## config.mk

```make
export PLATFORM = sky130hd
export DESIGN_NAME = word_unpacker
export DESIGN_NICKNAME = d
export VERILOG_FILES = /design/src/rtl/word_unpacker.sv
export SDC_FILE = /design/constraint.sdc
export NUM_CORES = 1
export LEC_CHECK = 0
export ABC_AREA = 1
export CORE_MARGIN = 5
export CORE_UTILIZATION = 49
export DETAILED_ROUTE_END_ITERATION = 16
export PLACE_DENSITY = 0.8
export SETUP_SLACK_MARGIN = 0.3
export SLEW_MARGIN = 40
export SYNTH_ARGS = -nofsm -noshare
export SYNTH_HDL_FRONTEND = slang
export SYNTH_SLANG_ARGS = --single-unit
```

## constraint.sdc

```tcl
create_clock -name Clk -period 1.97 [get_ports Clk]
set_input_delay 0.197 -clock Clk [delete_from_list [all_inputs] [get_ports Clk]]
set_output_delay 0.197 -clock Clk [all_outputs]
set_load 0.02 [all_outputs]
```

## src/rtl/word_unpacker.sv

```systemverilog
// Word-to-byte unpacker: pops DW-bit words from a one-word FIFO and emits them
// least-significant byte first on a valid/ready byte stream.
module word_unpacker #(
    parameter int DW = 32,
    parameter int BW = 8
) (
    input  logic          Clk,
    input  logic          ARstN,
    input  logic          FifoEty,
    input  logic [DW-1:0] FifoData,
    output logic          FifoRd,
    output logic [BW-1:0] ByteData,
    output logic          ByteValid,
    input  logic          ByteReady,
    output logic          Busy,
    output logic [15:0]   WordCnt
);

    localparam int NB = DW / BW;
    localparam int IW = (NB > 1) ? $clog2(NB) : 1;
    localparam logic [IW-1:0] LAST_IDX = IW'(NB - 1);

    if ((DW % BW) != 0 || NB < 1) begin : g_param_check
        $error("word_unpacker: DW must be a non-zero multiple of BW");
    end

    typedef enum logic {
        IDLE = 1'b0,
        SEND = 1'b1
    } state_t;

    state_t        state, state_nxt;
    logic [IW-1:0] idx, idx_nxt;
    logic [DW-1:0] shreg, shreg_nxt;
    logic [15:0]   word_cnt, word_cnt_nxt;
    logic          xfer;
    logic          last;

    assign xfer = (state == SEND) && ByteReady;
    assign last = (idx == LAST_IDX);

    // The pop is gated by ARstN so the FIFO is never drained while held in reset.
    assign FifoRd = ARstN && !FifoEty && ((state == IDLE) || (xfer && last));

    // In IDLE the register is untouched, so the last emitted byte stays visible.
    assign ByteData  = shreg[BW-1:0];
    assign ByteValid = (state == SEND);
    assign Busy      = (state == SEND);
    assign WordCnt   = word_cnt;

    always_comb begin
        // NOTE: every output of this block gets a default first, so no path can infer a latch.
        state_nxt    = state;
        idx_nxt      = idx;
        shreg_nxt    = shreg;
        word_cnt_nxt = word_cnt;

        if (xfer) begin
            if (last) begin
                word_cnt_nxt = word_cnt + 16'd1;
                state_nxt    = IDLE;
            end else begin
                shreg_nxt = shreg >> BW;
                idx_nxt   = idx + 1'b1;
            end
        end

        // A pop overrides the end-of-word return to IDLE: back-to-back words, no bubble.
        if (FifoRd) begin
            shreg_nxt = FifoData;
            idx_nxt   = '0;
            state_nxt = SEND;
        end
    end

    always_ff @(posedge Clk or negedge ARstN) begin
        // NOTE: state registers use non-blocking assignments so all flops update together.
        if (!ARstN) begin
            state    <= IDLE;
            idx      <= '0;
            shreg    <= '0;
            word_cnt <= '0;
        end else begin
            state    <= state_nxt;
            idx      <= idx_nxt;
            shreg    <= shreg_nxt;
            word_cnt <= word_cnt_nxt;
        end
    end

endmodule

```

==> Word-level counts from Yosys, hierarchy flattened <==
Index checks and enable logic that the tools add are counted.
{ "totals": {"in_bits": 36, "reg_bits": 51, "ramBits": 0, "elab_cells": 29, "latch_bits": 0, "out_inout_bits": 27, "memories": 0, "romBits": 0} }
{ "op_classes": {"n_mul": 0, "n_addsub": 2, "n_reduce_logical": 11, "n_div": 0, "n_shift": 0, "n_mux": 9, "n_bitwise": 1, "magnitude_cmp": 0, "eq_ne": 2} }
{ "ops": {"columns": ["cell", "count"], "rows": [
  ["$mux W32", 3],
  ["$add A16 B1 Y16 const B", 1],
  ["$mux W2", 3],
  ["$reduce_and A2 Y1", 3],
  ["$logic_and A1 B1 Y1", 4],
  ["$reduce_bool A2 Y1", 2],
  ["$mux W1", 3],
  ["$add A2 B1 Y2 const B", 1],
  ["$eq A2 B2 Y1 const B", 1],
  ["$ne A2 B2 Y1 const B", 1],
  ["$logic_not A1 Y1", 1],
  ["$logic_or A1 B1 Y1", 1],
  ["$not A1 Y1", 1]
]} }

==> Logic depth before layout (Yosys ltp) <==
Gate-level depths: netlist (run 1).
{ "depth": {"depth_word": 6, "mapped_depth": 9, "ltp_nobuf": 8} }

==> Worst setup path after synthesis (run 1) <==
No wires, ideal clock.
{ "synth_timing": {"kind": "flip-flop to flip-flop", "startpoint": "reg state, in the netlist Busy", "endpoint": "reg shreg[10]", "path_stages_with_launch": 6, "required_ps": 1901, "t_arrival_ps": 1419, "slack_ps": 482, "path_buffers": 1, "synth_period_minus_slack_ps": 1488, "setup_ps": 69, "path_cell_list": "dfrtp_1 nand3_4 a21oi_4 buf_2 nand2_1 nand3_1"} }
{ "synth_between": {"elab_chain_cells": 6, "word_cells_on_any_way": 9} }
{ "synth_lines": {"columns": ["element", "line_no", "rtl"], "rows": [
  ["from (decl)", "32", "state_t state, state_nxt;"],
  ["from (signal assigned)", "84", "state <= state_nxt;"],
  ["$logic_and A1 B1 Y1", "39", "assign xfer = (state == SEND) && ByteReady;"],
  ["$logic_and A1 B1 Y1", "43", "assign FifoRd = ARstN && !FifoEty && ((state == IDLE) || (xfer && last));"],
  ["$logic_or A1 B1 Y1 *", "43", null],
  ["$logic_and A1 B1 Y1 *", "43", null],
  ["named net FifoRd", "11", "output logic FifoRd,"],
  ["$ne A2 B2 Y1 (no source line) or $reduce_bool A2 Y1 (tied branches)", null, null],
  ["$reduce_and A2 Y1 (no source line)", null, null],
  ["to (signal assigned)", "86", "shreg <= shreg_nxt;"],
  ["to (decl)", "34", "logic [DW-1:0] shreg, shreg_nxt;"]
]} }
The timed path passes the listed nets; every way through them passes the cells marked *.
A chain may end at the register's enable or synchronous reset.

==> Worst setup path after layout (run 1) <==
{ "layout_timing": {"startpoint": "reg word_cnt[7], in the netlist WordCnt[7]", "endpoint": "out WordCnt[7]"} }
{ "layout_lines": {"columns": ["element", "line_no", "rtl"], "rows": [
  ["from (decl)", "35", "logic [15:0] word_cnt, word_cnt_nxt;"],
  ["from (signal assigned)", "87", "word_cnt <= word_cnt_nxt;"],
  ["to (decl)", "16", "output logic [15:0] WordCnt"]
]} }
No word-level cell between the ends.

==> results of run 1 <==
==> kinds of logic (layout without fill, tap and decap cells) <==
kind of cell,Yosys count,in the layout,synth area share
and+or+nand+nor,172,172,0.313
adders and majority gates,2,2,0.0103
buffers and inverters,40,96,0.0847
AOI/OAI and AO/OA,13,13,0.0436
DFF,51,51,0.523
xor gates and xnor gates,7,7,0.0251
==> synth_stat cells <==
master | number | area [um^2]
sky130_fd_sc_hd__a21oi_4 | 1 | 16.3
sky130_fd_sc_hd__a22o_1 | 8 | 70.1
sky130_fd_sc_hd__buf_2 | 6 | 30.0
sky130_fd_sc_hd__buf_4 | 9 | 67.6
sky130_fd_sc_hd__buf_6 | 2 | 22.5
sky130_fd_sc_hd__clkbuf_1 | 2 | 7.51
sky130_fd_sc_hd__dfrtp_1 | 51 | 1280
sky130_fd_sc_hd__ha_1 | 2 | 25.0
sky130_fd_sc_hd__inv_1 | 18 | 67.6
sky130_fd_sc_hd__inv_2 | 3 | 11.3
sky130_fd_sc_hd__nand2_1 | 87 | 327
sky130_fd_sc_hd__nand2_2 | 1 | 6.26
sky130_fd_sc_hd__nand3_1 | 60 | 300
sky130_fd_sc_hd__nand3_4 | 1 | 17.5
sky130_fd_sc_hd__nand4_1 | 5 | 31.3
sky130_fd_sc_hd__nor2_1 | 12 | 45.0
sky130_fd_sc_hd__nor2_4 | 1 | 11.3
sky130_fd_sc_hd__nor3_1 | 5 | 25.0
sky130_fd_sc_hd__o21ai_0 | 4 | 20.0
sky130_fd_sc_hd__xnor2_1 | 3 | 26.3
sky130_fd_sc_hd__xor2_1 | 4 | 35.0
==> power by group <==
group / total, mW / switching (mW) / internal, mW / leakage, nW
Clock: 0.601 / 0.325 / 0.276 / 0.0470
Combinational: 1.21 / 0.661 / 0.549 / 0.742
Sequential: 1.55 / 0.201 / 1.35 / 0.682
==> metrics by stage <==
step | instance area (um^2) | setup WS (ns) | std cells
detailed placement | 3060 | 0.142 | 401
floorplan | 2440 | 0.482 | 285
CTS | 3150 | 0.304 | 408
finish | 3160 | 0.363 | 408
global route | 3160 | 0.298 | 408
global placement | 3060 | 0.154 | 401
==> worst reg2reg max path, stage by stage (launching register included) <==
cell and delay (ns):
sky130_fd_sc_hd__dfrtp_1 0.38, sky130_fd_sc_hd__ha_2 0.23, sky130_fd_sc_hd__nand3_4 0.09, sky130_fd_sc_hd__buf_4 0.19
sky130_fd_sc_hd__nor3_1 0.35, sky130_fd_sc_hd__nand3_1 0.12, sky130_fd_sc_hd__nand2_1 0.08, sky130_fd_sc_hd__nand2_1 0.05
==> area by class of cell <==
cell class / count / share of cell area
Sequential cell: 51 / 0.404
Clock inverter: 1 / 0.00158
Tap cell: 67 / 0.0265
Timing Repair Buffer: 68 / 0.208
Multi-Input combinational cell: 194 / 0.306
Inverter: 21 / 0.0273
Clock buffer: 6 / 0.0261
==> layer usage <==
| metal | up-vias | GRT usage |
|---|---|---|
| li1 | 1033 | - |
| met2 | 55 | 0.272 |
| met3 | 5 | 0.0460 |
| met4 | 0 | 0.0541 |
| met1 | 957 | 0.252 |
| met5 | - | 0 |
==> flip-flops by register name (all words and copies together) (netlist names) <==
signal   cells
Busy         1
WordCnt     16
idx          2
shreg       32
==> worst paths after layout <==
kind / startpoint / endpoint / cells after the start
max: WordCnt[7]$_DFFE_PN0P_ / WordCnt[7] / 1
max in group asynchronous: ARstN / Busy$_DFFE_PN0P_ / 2
min reg2reg: idx[1]$_DFFE_PN0P_ / idx[1]$_DFFE_PN0P_ / 2
min: ARstN / WordCnt[5]$_DFFE_PN0P_ / 2
max reg2reg: idx[0]$_DFFE_PN0P_ / WordCnt[14]$_DFFE_PN0P_ / 7
min in group Clk: ARstN / Busy$_DFFE_PN0P_ / 3
==> what timing repair did <==
item	4_1_cts	5_1_grt
resized for setup	6	8
gates cloned	0	0
endpoints found under the setup margin	29	31
hold buffers	0	0
==> results_dict.tcl, run 1 <==
set metrics [dict create \
    setup_tns_ns 0 \
    final_cell_mix "sky130_fd_sc_hd__nand2_1 (86), sky130_fd_sc_hd__nand3_1 (60), sky130_fd_sc_hd__clkdlybuf4s50_1 (60)" \
    share_of_post_route_cells_with_drive_strength_above_1 0.0792 \
    routedLengthMet1_mm 2.54 \
    p_per_area_nw_per_um2 1060 \
    detailedRoute.firstIterationViolations 119 \
    vias 2050 \
    worst_ep_required_ns 1.77 \
    cts.reportedPaths.clkPinSlew_ns 0.08 \
    skew_ns 0.00340 \
    timing_worst_slew_pin_value_ns 0.628 \
    count_of_synthesis_stage_warnings_from_yosys 0 \
    relSlewSlack 0.581 \
    clkLatencyLatePin_ns 0.30 \
    setup_repair_after_global_routing_missed_its_margin "yes" \
    power.static_leakage_nw 1.47 \
    net_count_reported_at_finish 379 \
    finalCoreUtilization 0.661 \
    synth.distinct_cells 21 \
    fmax_mhz 622 \
    worstSetupEndpointType "output port" \
    number_of_buffers_created_by_cts 5 \
    cts_tree "yes" \
    die_h_um 80.5 \
    grt_start_max_net_pins 52 \
    max-clock-path-buffers 2 \
    synth.net_count 323 \
    cp.arrival_ns 1.41 \
    share_of_synthesized_area_occupied_by_flip_flops_and_latches 0.523 \
    drt-total-wl_mm 5.40 \
    post-cts-setup-buffer-count 0 \
    initial_core_util 0.510 \
    synth.avg_cell_area_um2 8.56 \
    globalRouteOverflowTotal 0 \
    synthesis.area_um2 2440 \
    min_period_over_period 0.816 \
    port_buffers 62 \
    die_width_um 80.5 \
    vias_per_cell 5.02 \
    outcome "finished clean" \
    gpl.final_weighted_congestion 0.886 \
    first_pass_iters 4 \
    ios 63 \
    htree_levels 2 \
    cts.sink_count 51 \
    critPathLaunchType "register" \
    crit_chain "clkdlybuf4s50_1" \
    finalCriticalPeriod_ns 1.61 \
    route.detailed.wl_per_inst_um 13.2 \
    highest-signal-layer "met4" \
    floorplan.rows 25 \
    area.sequential_um2 1280 \
    timing_max_transition_violations_final 0 \
    critical_path_slowest_stage_cell "sky130_fd_sc_hd__clkdlybuf4s50_1" \
    synth.ff_latch_count 51 \
    detail-route-antenna-nets 0 \
    die-area_um2 6490 \
    crit_path_max_incr_delay_ns 0.65 \
    vias_in_the_first_global_route 1918 \
    maxCapViolations 0 \
    cp_top_family "buffers and inverters" \
    root_buffer "sky130_fd_sc_hd__clkbuf_8" \
    hold_ws_ns 0.0171 \
    route.detailed.drc 0 \
    core_region_area_um2 4790 \
    maximum_fanout_count_along_the_critical_path 6 \
    met2WireLength_mm 2.46 \
    wl_met3_um 337 \
    layout.cells.most_common "sky130_fd_sc_hd__nand2_1" \
    fillers 398 \
    grt_use_total 0.179 \
    antenna_cells 0 \
    setup_violations 0 \
    multi_input_area_um2 968 \
    power.total_mw 3.36 \
    cp_class "register to output port" \
    reg2reg_slack_ns 0.38 \
    synthCells 285 \
    synthToLayoutAreaGrowth_pct 29.7 \
    worstPathBufferInverterCount 1 \
    antenna_found_initial 0 \
    min-delay-path-class "input pin to async pin" \
    detailedPlacementHpwl_mm 3.87 \
    grt_pass1_wl_mm 9.04 \
    vdd_ir_drop_max_uv 680 \
    report.final.hold_viol_count 0 \
]
(Power assumes the default switching activity.)
==> inputs of run 2 (changes only) <==
clock period = 1.65 ns   (was 1.97 ns; I/O delays follow)
==> results_dict.tcl, run 2 (synthesized netlist as in run 1, its figures left out) <==
set metrics [dict create \
    outcome "complete, but fails checks" \
    failing_checks "hold timing" \
    regMostFlops "shreg" \
    cts.hold.buffers_added 0 \
    critical_path_slowest_stage_cell "sky130_fd_sc_hd__dfrtp_1" \
    grt_start_max_net_pins 52 \
    maxCapViolations 0 \
    crit_path_max_incr_delay_ns 0.44 \
    grt_pass1_wl_mm 12.1 \
    crit_chain "ha_4 > nand3_4 > a21oi_4 > buf_4 > buf_4 > buf_6 > clkbuf_16 > nand2_4 > nand3_2" \
    net_count_reported_at_finish 398 \
    die_width_um 80.5 \
    detail-route-antenna-nets 0 \
    setup_repair_after_global_routing_missed_its_margin "yes" \
    fmax_mhz 632 \
    largest_reg_flops 32 \
    timing_worst_slew_pin_value_ns 0.656 \
    fin_ws_ns 0.0669 \
    power.static_leakage_nw 1.94 \
    port_buffers 62 \
    ff2ff_path_depth 9 \
    critPathLaunchType "register" \
    route.detailed.drc 0 \
    gpl.final_weighted_congestion 0.900 \
    vias_in_the_first_global_route 2450 \
    power.total_mw 4.88 \
    vias 2513 \
    die_h_um 80.5 \
    vdd_ir_drop_max_uv 892 \
    timing_max_transition_violations_final 0 \
    core_region_area_um2 4790 \
    p_per_area_nw_per_um2 1260 \
    critical_path_depth 9 \
    max-clock-path-buffers 2 \
    crit_path_frequent_cell "sky130_fd_sc_hd__buf_4" \
    cts_tree "yes" \
    worst_ep_required_ns 1.85 \
    cp_class "register to register" \
    setup_violations 0 \
    cts.sink_count 51 \
    clkLatencyLatePin_ns 0.31 \
    hold_ws_ns -0.0130 \
    cp.arrival_ns 1.78 \
    min-delay-path-class "input pin to async pin" \
    globalRouteOverflowTotal 0 \
    layout.cells.most_common "sky130_fd_sc_hd__nand2_1" \
    vias_per_cell 5.89 \
    min_period_over_period 0.959 \
    ios 63 \
    grt_use_total 0.242 \
    first_pass_iters 5 \
    worst_setup_slack_post_dpl_ns -0.136 \
    initial_core_util 0.510 \
    route.detailed.wl_per_inst_um 19.5 \
    htree_levels 2 \
    worstPathBufferInverterCount 4 \
    skew_ns 0.0154 \
    root_buffer "sky130_fd_sc_hd__clkbuf_8" \
    detailedRoute.firstIterationViolations 214 \
    die-area_um2 6490 \
    cp_top_family "buffers and inverters" \
    antenna_found_initial 0 \
    floorplan.rows 25 \
    maximum_fanout_count_along_the_critical_path 6 \
    share_of_post_route_cells_with_drive_strength_above_1 0.322 \
    antenna_cells 0 \
    number_of_buffers_created_by_cts 5 \
    worstSetupEndpointType "register" \
    drt-total-wl_mm 8.34 \
    synthToLayoutAreaGrowth_pct 59.1 \
    relSlewSlack 0.562 \
    final_cell_mix "sky130_fd_sc_hd__nand2_1 (68), sky130_fd_sc_hd__dfrtp_1 (50), sky130_fd_sc_hd__nand3_2 (37)" \
    cts.reportedPaths.clkPinSlew_ns 0.10 \
    finalCriticalPeriod_ns 1.58 \
    report.final.hold_viol_count 10 \
    detailedPlacementHpwl_mm 4.09 \
]
-- run 2: cell count changes in the layout (fill, tap and decap cells not counted), sizes merged --
cell           before  now
clkdlybuf4s50      60   34
dlygate4sd2         0   26
buf                 8   23
inv                21   24
bufinv              0    1
clkinv              1    0
clkinvlp            0    1
-- run 2: repair_timing --
action / in CTS / in global routing
setup buffers: 8 / 2
gates resized for setup: 123 / 32
setup endpoints to repair: 73 / 49
pin swaps: 21 / 18
cloned: 5 / 1
-- run 2: where the power goes --
group | internal, mW | leakage, nW | total (mW) | switching, mW
Clock | 0.444 | 0.0502 | 0.869 | 0.425
Combinational | 0.883 | 1.20 | 2.04 | 1.16
Sequential | 1.61 | 0.682 | 1.97 | 0.359
Total | 2.94 | 1.94 | 4.88 | 1.94
-- run 2: area by class of cell --
class | instances | area (um^2)
clock buffers | 5 | 68.8
repair inverters | 3 | 43.8
fillers | 252 | 907
well taps | 67 | 83.8
repair buffers | 84 | 882
multi-input cells | 194 | 1380
inverters | 21 | 103
flip-flops and latches | 51 | 1280
clock inverters | 2 | 37.5
-- run 2: per-stage QoR --
stage               TNS [ns]  instances  cell area (um^2)   util
detailed placement     -2.83        404              3080  0.644
finish                     0        427              3880  0.810
global route               0        427              3880  0.810
floorplan                  0        285              2440      -
global placement       -2.28        404              3080  0.644
CTS                        0        424              3700  0.773
-- run 2: routing by layer --
layer,vias up,track usage,wire length (um)
met5,-,0,0
met4,0,0.0912,219
met3,25,0.0538,653
met2,140,0.419,4340
met1,1269,0.293,3130
li1,1079,-,-
-- run 2: path summary, 6_finish.rpt --
path | slack, ns | start | end
min in group Clk | 0.21 | ARstN | Busy$_DFFE_PN0P_
max in group asynchronous | 1.21 | ARstN | Busy$_DFFE_PN0P_
min reg2reg | 0.50 | shreg[2]$_DFFE_PN0P_ | shreg[2]$_DFFE_PN0P_
max reg2reg | 0.07 | idx[0]$_DFFE_PN0P_ | shreg[10]$_DFFE_PN0P_
max | 0.07 | idx[0]$_DFFE_PN0P_ | shreg[10]$_DFFE_PN0P_
min | -0.01 | ARstN | WordCnt[0]$_DFFE_PN0P_
